### config.mk
export PLATFORM = sky130hd
export DESIGN_NAME = lmmi_port_arbiter
export DESIGN_NICKNAME = d
export VERILOG_FILES = /design/src/rtl/lmmi_port_arbiter.sv
export SDC_FILE = /design/constraint.sdc
export NUM_CORES = 1
export LEC_CHECK = 0
export ABC_AREA = 1
export CORE_MARGIN = 4
export CORE_UTILIZATION = 39
export CTS_CLUSTER_DIAMETER = 60
export CTS_CLUSTER_SIZE = 28
export DETAILED_ROUTE_END_ITERATION = 8
export GPL_TIMING_DRIVEN = 0
export PLACE_DENSITY = 0.82
export SKIP_LAST_GASP = 1
export SYNTH_ARGS = -nofsm -noshare
export SYNTH_HDL_FRONTEND = slang
export SYNTH_SLANG_ARGS = --single-unit
export TNS_END_PERCENT = 5
### constraint.sdc
create_clock -name LMMICLK -period 2.3 [get_ports LMMICLK]
set_clock_uncertainty 0.05 [all_clocks]
set_input_delay 0.345 -clock LMMICLK [delete_from_list [all_inputs] [get_ports LMMICLK]]
set_output_delay 0.345 -clock LMMICLK [all_outputs]
set_load 0.02 [all_outputs]
### src/rtl/lmmi_port_arbiter.sv
// Round-robin arbiter sharing one LMMI configuration port among NUM_REQ requesters.
// Optional watchdog: define LMMI_TIMEOUT_EN to abort stalled transactions after TIMEOUT_CYC cycles.
module lmmi_port_arbiter #(
    parameter int NUM_REQ     = 3,
    parameter int OFFSET_W    = 15,
    parameter int DATA_W      = 32,
    parameter int TIMEOUT_CYC = 1024
) (
    input  logic                         LMMICLK,
    input  logic                         LMMIRESETN,
    input  logic [NUM_REQ-1:0]           REQ_VALID,
    input  logic [NUM_REQ-1:0]           REQ_WRRD_N,
    input  logic [NUM_REQ*OFFSET_W-1:0]  REQ_OFFSET,
    input  logic [NUM_REQ*DATA_W-1:0]    REQ_WDATA,
    output logic [NUM_REQ-1:0]           REQ_DONE,
    output logic [DATA_W-1:0]            REQ_RDATA,
    output logic                         REQ_ERR,
    output logic                         BUSY,
    output logic                         LMMIREQUEST,
    output logic                         LMMIWRRD_N,
    output logic [OFFSET_W-1:0]          LMMIOFFSET,
    output logic [DATA_W-1:0]            LMMIWDATA,
    input  logic                         LMMIREADY,
    input  logic                         LMMIRDATAVALID,
    input  logic [DATA_W-1:0]            LMMIRDATA
);
    localparam int IDX_W = (NUM_REQ > 1) ? $clog2(NUM_REQ) : 1;
    localparam logic [IDX_W:0] NREQ_L = (IDX_W+1)'(NUM_REQ);

    // Handshake: a requester holds REQ_VALID and its fields until its REQ_DONE pulse;
    // on the IP side LMMIREQUEST stays high with stable fields until LMMIREADY is sampled.
    typedef enum logic [1:0] {ST_IDLE, ST_ISSUE, ST_WAIT_RD, ST_RESP} state_t;

    state_t              r_state;
    state_t              w_next;
    logic [IDX_W-1:0]    r_idx;
    logic [IDX_W-1:0]    r_ptr;
    logic [IDX_W-1:0]    w_ptr_next;
    logic                r_req;
    logic                r_wrrd_n;
    logic [OFFSET_W-1:0] r_offset;
    logic [DATA_W-1:0]   r_wdata;
    logic [DATA_W-1:0]   r_rdata;
    logic                w_found;
    logic [IDX_W-1:0]    w_gnt;
    logic [IDX_W:0]      w_scan;
    logic                w_gnt_wrrd;
    logic [OFFSET_W-1:0] w_gnt_off;
    logic [DATA_W-1:0]   w_gnt_wdata;
    logic                w_complete;
    logic                w_capture;
    logic                w_timeout;
    logic                w_to_fire;

    // First requesting index at or above the pointer, wrapping around.
    always_comb begin
        w_found = 1'b0;
        w_gnt   = '0;
        w_scan  = '0;
        for (int k = 0; k < NUM_REQ; k++) begin
            w_scan = {1'b0, r_ptr} + (IDX_W+1)'(k);
            if (w_scan >= NREQ_L) w_scan = w_scan - NREQ_L;
            if (!w_found && REQ_VALID[w_scan[IDX_W-1:0]]) begin
                w_found = 1'b1;
                w_gnt   = w_scan[IDX_W-1:0];
            end
        end
    end

    always_comb begin
        w_gnt_wrrd  = 1'b0;
        w_gnt_off   = '0;
        w_gnt_wdata = '0;
        for (int i = 0; i < NUM_REQ; i++) begin
            if (w_gnt == IDX_W'(i)) begin
                w_gnt_wrrd  = REQ_WRRD_N[i];
                w_gnt_off   = REQ_OFFSET[i*OFFSET_W +: OFFSET_W];
                w_gnt_wdata = REQ_WDATA[i*DATA_W +: DATA_W];
            end
        end
    end

    assign w_complete = ((r_state == ST_ISSUE) && LMMIREADY && (r_wrrd_n || LMMIRDATAVALID))
                     || ((r_state == ST_WAIT_RD) && LMMIRDATAVALID);
    assign w_capture  = w_complete && !r_wrrd_n;
    assign w_to_fire  = w_timeout && !w_complete;
    assign w_ptr_next = (r_idx == IDX_W'(NUM_REQ-1)) ? '0 : r_idx + 1'b1;

`ifdef LMMI_TIMEOUT_EN
    logic [31:0] r_cnt;
    logic        r_err;

    assign w_timeout = ((r_state == ST_ISSUE) || (r_state == ST_WAIT_RD))
                    && (r_cnt == 32'(TIMEOUT_CYC-1));
    assign REQ_ERR   = (r_state == ST_RESP) && r_err;

    always_ff @(posedge LMMICLK or negedge LMMIRESETN) begin
        if (!LMMIRESETN) begin
            r_cnt <= '0;
            r_err <= 1'b0;
        end else if ((r_state == ST_IDLE) && w_found) begin
            r_cnt <= '0;
            r_err <= 1'b0;
        end else if ((r_state == ST_ISSUE) || (r_state == ST_WAIT_RD)) begin
            r_cnt <= r_cnt + 32'd1;
            if (w_to_fire) r_err <= 1'b1;
        end
    end
`else
    // Watchdog disabled: a negative limit is not a legal configuration.
    assign w_timeout = (TIMEOUT_CYC < 0);
    assign REQ_ERR   = 1'b0;
`endif

    always_comb begin
        w_next = r_state;
        case (r_state)
            ST_IDLE:    if (w_found) w_next = ST_ISSUE;
            ST_ISSUE: begin
                if (w_complete || w_to_fire) w_next = ST_RESP;
                else if (LMMIREADY)          w_next = ST_WAIT_RD;
            end
            ST_WAIT_RD: if (w_complete || w_to_fire) w_next = ST_RESP;
            ST_RESP:    w_next = ST_IDLE;
            default:    w_next = ST_IDLE;
        endcase
    end

    always_ff @(posedge LMMICLK or negedge LMMIRESETN) begin
        if (!LMMIRESETN) begin
            r_state  <= ST_IDLE;
            r_idx    <= '0;
            r_ptr    <= '0;
            r_req    <= 1'b0;
            r_wrrd_n <= 1'b0;
            r_offset <= '0;
            r_wdata  <= '0;
            r_rdata  <= '0;
        end else begin
            r_state <= w_next;
            if ((r_state == ST_IDLE) && w_found) begin
                r_idx    <= w_gnt;
                r_wrrd_n <= w_gnt_wrrd;
                r_offset <= w_gnt_off;
                r_wdata  <= w_gnt_wdata;
                r_req    <= 1'b1;
            end
            if ((r_state == ST_ISSUE) && (LMMIREADY || w_to_fire)) r_req <= 1'b0;
            if (w_capture)      r_rdata <= LMMIRDATA;
            else if (w_to_fire) r_rdata <= '1;
            if (r_state == ST_RESP) r_ptr <= w_ptr_next;
        end
    end

    always_comb begin
        REQ_DONE = '0;
        for (int i = 0; i < NUM_REQ; i++) begin
            REQ_DONE[i] = (r_state == ST_RESP) && (r_idx == IDX_W'(i));
        end
    end

    assign BUSY        = (r_state != ST_IDLE);
    assign REQ_RDATA   = r_rdata;
    assign LMMIREQUEST = r_req;
    assign LMMIWRRD_N  = r_wrrd_n;
    assign LMMIOFFSET  = r_offset;
    assign LMMIWDATA   = r_wdata;
endmodule

# Yosys cells after proc, flatten, opt, wreduce, memory -nomap -nowiden
# Index checks and enable logic that the tools add are counted.
# totals
out_inout_bits	86
elab_cells	83
regBits	87
inputBits	183
# op_classes
n_lt_le_gt_ge	6
mux	32
n_addsub	6
n_eq_ne	10
reduce_logical	21
# ops
op	n
$mux W32	3
$mux W15	3
$mux W2	11
$mux W1	11
$logic_and A1 B1 Y1	10
$lt A2 B3 Y1 const B	3
$eq A2 B2 Y1 const B	4
$pmux W2 S4	1
$bmux W1 S2	3
$eq A2 B1 Y1 const B	3
$ge A3 B2 Y1 const B	2
$logic_not A2 Y1	3
$sub A2 B2 Y2 const B	3
$ne A2 B2 Y1 const B	2
$reduce_bool A2 Y1	2
$add A2 B1 Y3 const B	1
$add A2 B2 Y3 const B	1
$logic_not A1 Y1	3
$ne A3 B3 Y1 const B	1
$reduce_and A3 Y1	1
$add A2 B1 Y2 const B	1
$ge A2 B2 Y1 const B	1
$logic_or A1 B1 Y1	2

# Depth between registers and ports, before layout
# logic_depth
word_depth	15
depth_mapped	15
depth_no_buf	14

# Worst setup path before layout
# No wires, ideal clock.
# synth_timing
kind	reg2reg
start	register r_ptr[0]
end	register r_offset[10] (netlist: LMMIOFFSET[10])
setup_time_ns	0.117
slack_ns	0.335
stages_incl_launch_ff	15
path_buffers	2
required_ns	2.133
t_arrival_ns	1.798
period_less_slack_ns	1.965
cell_sequence	dfrtp_1 > inv_1 > ha_1 > inv_2 > nand2_1 > nand2_1 > nand2_1 > nand4_1 > nand2_2 > inv_2 > buf_4 > buf_2 > nand3b_1 > nand3_1 > nand2_1
# synth_between
elab_chain_len	15
elab_cells_between_ends	34
classes_between	add/sub (5); order compare (3); eq/ne (2); mux (18); reduce/logical (6)
# synth_lines
item	line_no	source
start: declaration	37	logic [IDX_W-1:0] r_ptr;
start signal: assignment	151	if (r_state == ST_RESP) r_ptr <= w_ptr_next;
parallel branches: the longest is 15 deep, another holds $add A2 B1 Y3	--	
end signal: assignment	144	r_offset <= w_gnt_off;
end: declaration	41	logic [OFFSET_W-1:0] r_offset;
# Several ways; the timed one is not identified. The select of a mux whose other input is x is not followed.
# A chain may end at the register's enable or synchronous reset.

# Worst setup path after layout
# layout_timing
start	register r_state[0]
end	output BUSY
# layout_between
elab_chain_len	1
# layout_lines
item	line_no	source
start: declaration	34	state_t r_state;
start signal: assignment	140	r_state <= w_next;
$reduce_bool A2 Y1	162	assign BUSY = (r_state != ST_IDLE);
end: declaration	18	output logic BUSY,
# Every way passes these cells.

==> key figures <==
Outcome
  – Outcome: finished clean

Pwr
  – Comb pwr share: a little under two thirds
  – Worst VDD drop: approximately 0.68 mV
  – Seq pwr share: around a quarter
  – Sw power: roughly 4900 uW
  – PnR Total Power: 11200 uW
  – Pint: ~6300 uW
  – Clock share of power: approximately an eighth
  – PD cells: approximately 1400 mW/mm^2
  – Switching portion of total power: roughly 44%
  – Leakage: 0.00379 uW

STA
  – Actual slew at the worst max-slew pin: 0.515 ns
  – Fmax achieved: ~450 MHz
  – Sum of negative setup slack: 0 ns
  – Setup violators final: 0
  – Final count of hold timing violations: 0
  – Max_slew headroom: approximately two thirds
  – Tmin final: between 2 and 2.5 ns
  – Final setup margin: approximately 0.098 ns
  – Slew Limit Fails: 0
  – Fin crit share: a little over nine tenths
  – RSZ-0062 raised after global routing: yes

Clocking
  – Clk slew on worst S/H paths: 0.06 ns
  – Htree depth: 3
  – CTS tree: done
  – Clk buf depth: 2
  – Worst-skew pair later-pin latency: 0.33 ns
  – Root buffer cell: clkbuf_16
  – Total CTS buffers: 9
  – Total clock sinks: 87

Floorplan
  – IO Pins: around 270
  – Starting Density: between 40% and 50%
  – Die H: between 100 and 150 microns
  – Core Region: 0.0117 sq mm
  – Total die area: 0.0140 sq mm
  – # rows: 39
  – Die X: between 100 and 150 microns

Final layout
  – Antenna cells: 0
  – P&R area growth vs syn: 70.3%
  – Layout cell share with drive strength beyond 1: between 10% and 20%
  – Commonest cells after routing, fill and taps aside: 266 x clkdlybuf4s50_1, 241 x nand2_1, 86 x dfrtp_1
  – Register Area: 0.00218 sq mm
  – Fill cell count: 952
  – Layout Nets: ~1.1k
  – Commonest non-fill, non-tap cell in the layout: clkdlybuf4s50_1
  – Post-route cell area: a little over 0.008 sq mm
  – Final Non-Filler Cells: around 1.0k
  – Area of the multi-input gates: roughly 0.0023 sq mm

Worst setup path
  – Worst r2r path cells: 14
  – Crit path kind: reg -> out
  – Critical Path RT: about 1.9 ns
  – R2R Setup Slk: about 0.14 ns
  – CP Capture Point: BUSY
  – R2R Path Start: r_ptr[0]
  – CP arrival: 1.81 ns
  – Critical path endpoint category: primary output
  – CP Max Fanout: 4
  – R2r endpoint: LMMIWRRD_N
  – Critical Path Source: r_state[0]
  – CP startpoint kind: flop

Route
  – Antenna-violating nets left: 0
  – 1st-iter DRT viols: 246
  – Via count: between 5k and 6k
  – DRT Wirelength: ~17 mm
  – WL per Instance: 16.3 microns
  – Number of remaining DRC errors: 0
  – Pre-antenna DRT Iters: 4
  – Average via count per standard cell: 4.84

Logic synthesis
  – Syn Std Cell Area: ~0.0047 sq mm
  – Post-synth ARST share: 100%
  – Mean Syn Cell Area: roughly 7.7 sq um
  – Post-synth EDFFs: 0
  – Synth Net Count: 802
  – Yosys reg bits: 87
  – Leading area contributor after synthesis: dfrtp_1
  – Ys Warns: 0
  – Gate Count Post-Synth: just over 600
  – Top-area cell type share of the netlist area: ~46%
  – Seq/Total Area, Yosys: about 46%
  – Post-synthesis cell type count: 28
  – Synth Flop Type: dfrtp_1
  – Area contributors post-synth: dfrtp_1 46%, nand2_1 19%, mux2_2 7.4%, nand3_1 6.1%, nor2_1 5.9%

Place
  – Routability cong.: about 0.90
  – Inst Count DP: slightly above 1k
  – Placement Setup Slack: -0.139 ns
  – DP HPWL: between 10 and 15 mm
  – PortBufs: roughly 270
  – DP Area: about 0.0076 sq mm

Global routing
  – Initial antenna violation count: 0
  – Pin count of the biggest net entering global routing: 52
  – Global-route wire length before repair: approximately 26 mm
  – Gr usage total: around a quarter
  – Total global routing overflow: 0
  – Vias in the first global route: 4999

Hold path
  – Hold Path Class: reg -> reg

Run
  – Maxcap violations: 0
## cell usage after synthesis, types with 2 or more instances
cell type / number
a21oi_1: 4
buf_2: 25
buf_4: 5
buf_6: 2
clkbuf_1: 2
dfrtp_1: 87
ha_1: 8
inv_1: 18
inv_2: 3
mux2_2: 31
nand2_1: 244
nand3_1: 58
nand3b_1: 14
nand4_1: 3
nor2_1: 74
nor2_2: 2
o21a_1: 2
o21ai_0: 4
o21ai_1: 2
o22ai_1: 2
or2_0: 5
or2_1: 9
or2_2: 2
## routing by layer
metal,GRT usage (%),share of wire (%),up-vias
met2,41.8,49,245
li1,-,-,2499
met5,0,0,-
met3,8.27,9.8,30
met4,9.30,2.5,0
met1,26.2,38,2275
## cells by family after synthesis
kind of cell,count (synthesis),synth area share [%]
AND/OR/NAND/NOR,413,36.6
flip-flops,87,46.0
buffers and inverters,55,5.74
multiplexers,32,7.62
AO/OA/AOI/OAI,15,1.77
adder cells (fa/ha/maj),8,2.12
other,1,0.0793
## registers in the layout, summed over array words and instances (netlist names)
| signal | cells |
|---|---|
| r_state | 2 |
| LMMIREQUEST | 1 |
| r_ptr | 2 |
| LMMIOFFSET | 15 |
| LMMIWRRD_N | 1 |
| r_idx | 2 |
| REQ_RDATA | 32 |
| LMMIWDATA | 32 |
## stage by stage
step | util, % | hold WS (ns)
finish | 69.0 | 0.401
global route | 69.0 | 0.420
CTS | 68.0 | 0.404
detailed placement | 65.2 | 0.298
global placement | 65.0 | 0.394
floorplan | - | -0.000591
## worst max-delay path: stages (launching register included)
cell and delay, ns:
dfrtp_1 0.41, inv_1 0.10, ha_1 0.24, inv_1 0.10, clkdlybuf4s50_1 0.64
## power groups by stage
stage / clock (uW) / combinational, uW / sequential (uW)
finish: 1350 / 7100 / 2760
global route: 1430 / 7790 / 2850
CTS: 1380 / 6970 / 2750
global placement: 0 / 6770 / 2730
floorplan: 0 / 3140 / 3600
detailed placement: 0 / 6860 / 2760
## worst min-delay path by stage
stage,start,endpoint,slack (ns),cells after the start
after global placement,r_idx[1],r_ptr[0],0.39,1
final,r_idx[1],r_ptr[0],0.40,1
after detailed placement,LMMIRESETN,REQ_RDATA[28],0.30,1
after floorplan,LMMIRESETN,LMMIOFFSET[0],-0.0006,0
after global routing,r_idx[1],r_ptr[0],0.42,1
after CTS,r_idx[1],r_ptr[0],0.40,1
## layout make-up
cell class                      count  share of cell area (%)
Multi-Input combinational cell    469                    29.1
Clock inverter                      5                   0.420
Buffer                             34                    3.03
Sequential cell                    87                    27.1
Tap cell                          143                    2.22
Timing Repair Buffer              274                    34.3
Inverter                           21                    1.01
Clock buffer                       11                    2.89
## timing repair
| item | CTS | global route |
|---|---|---|
| endpoints found under the hold margin | 36 | 0 |
| setup buffers | 0 | 5 |
| setup endpoints to repair | 45 | 50 |
| hold buffers | 1 | 0 |
| gates cloned | 0 | 0 |
| pin swaps | 1 | 5 |
| gates resized for setup | 13 | 24 |
Power figures use the tool's default switching activity.
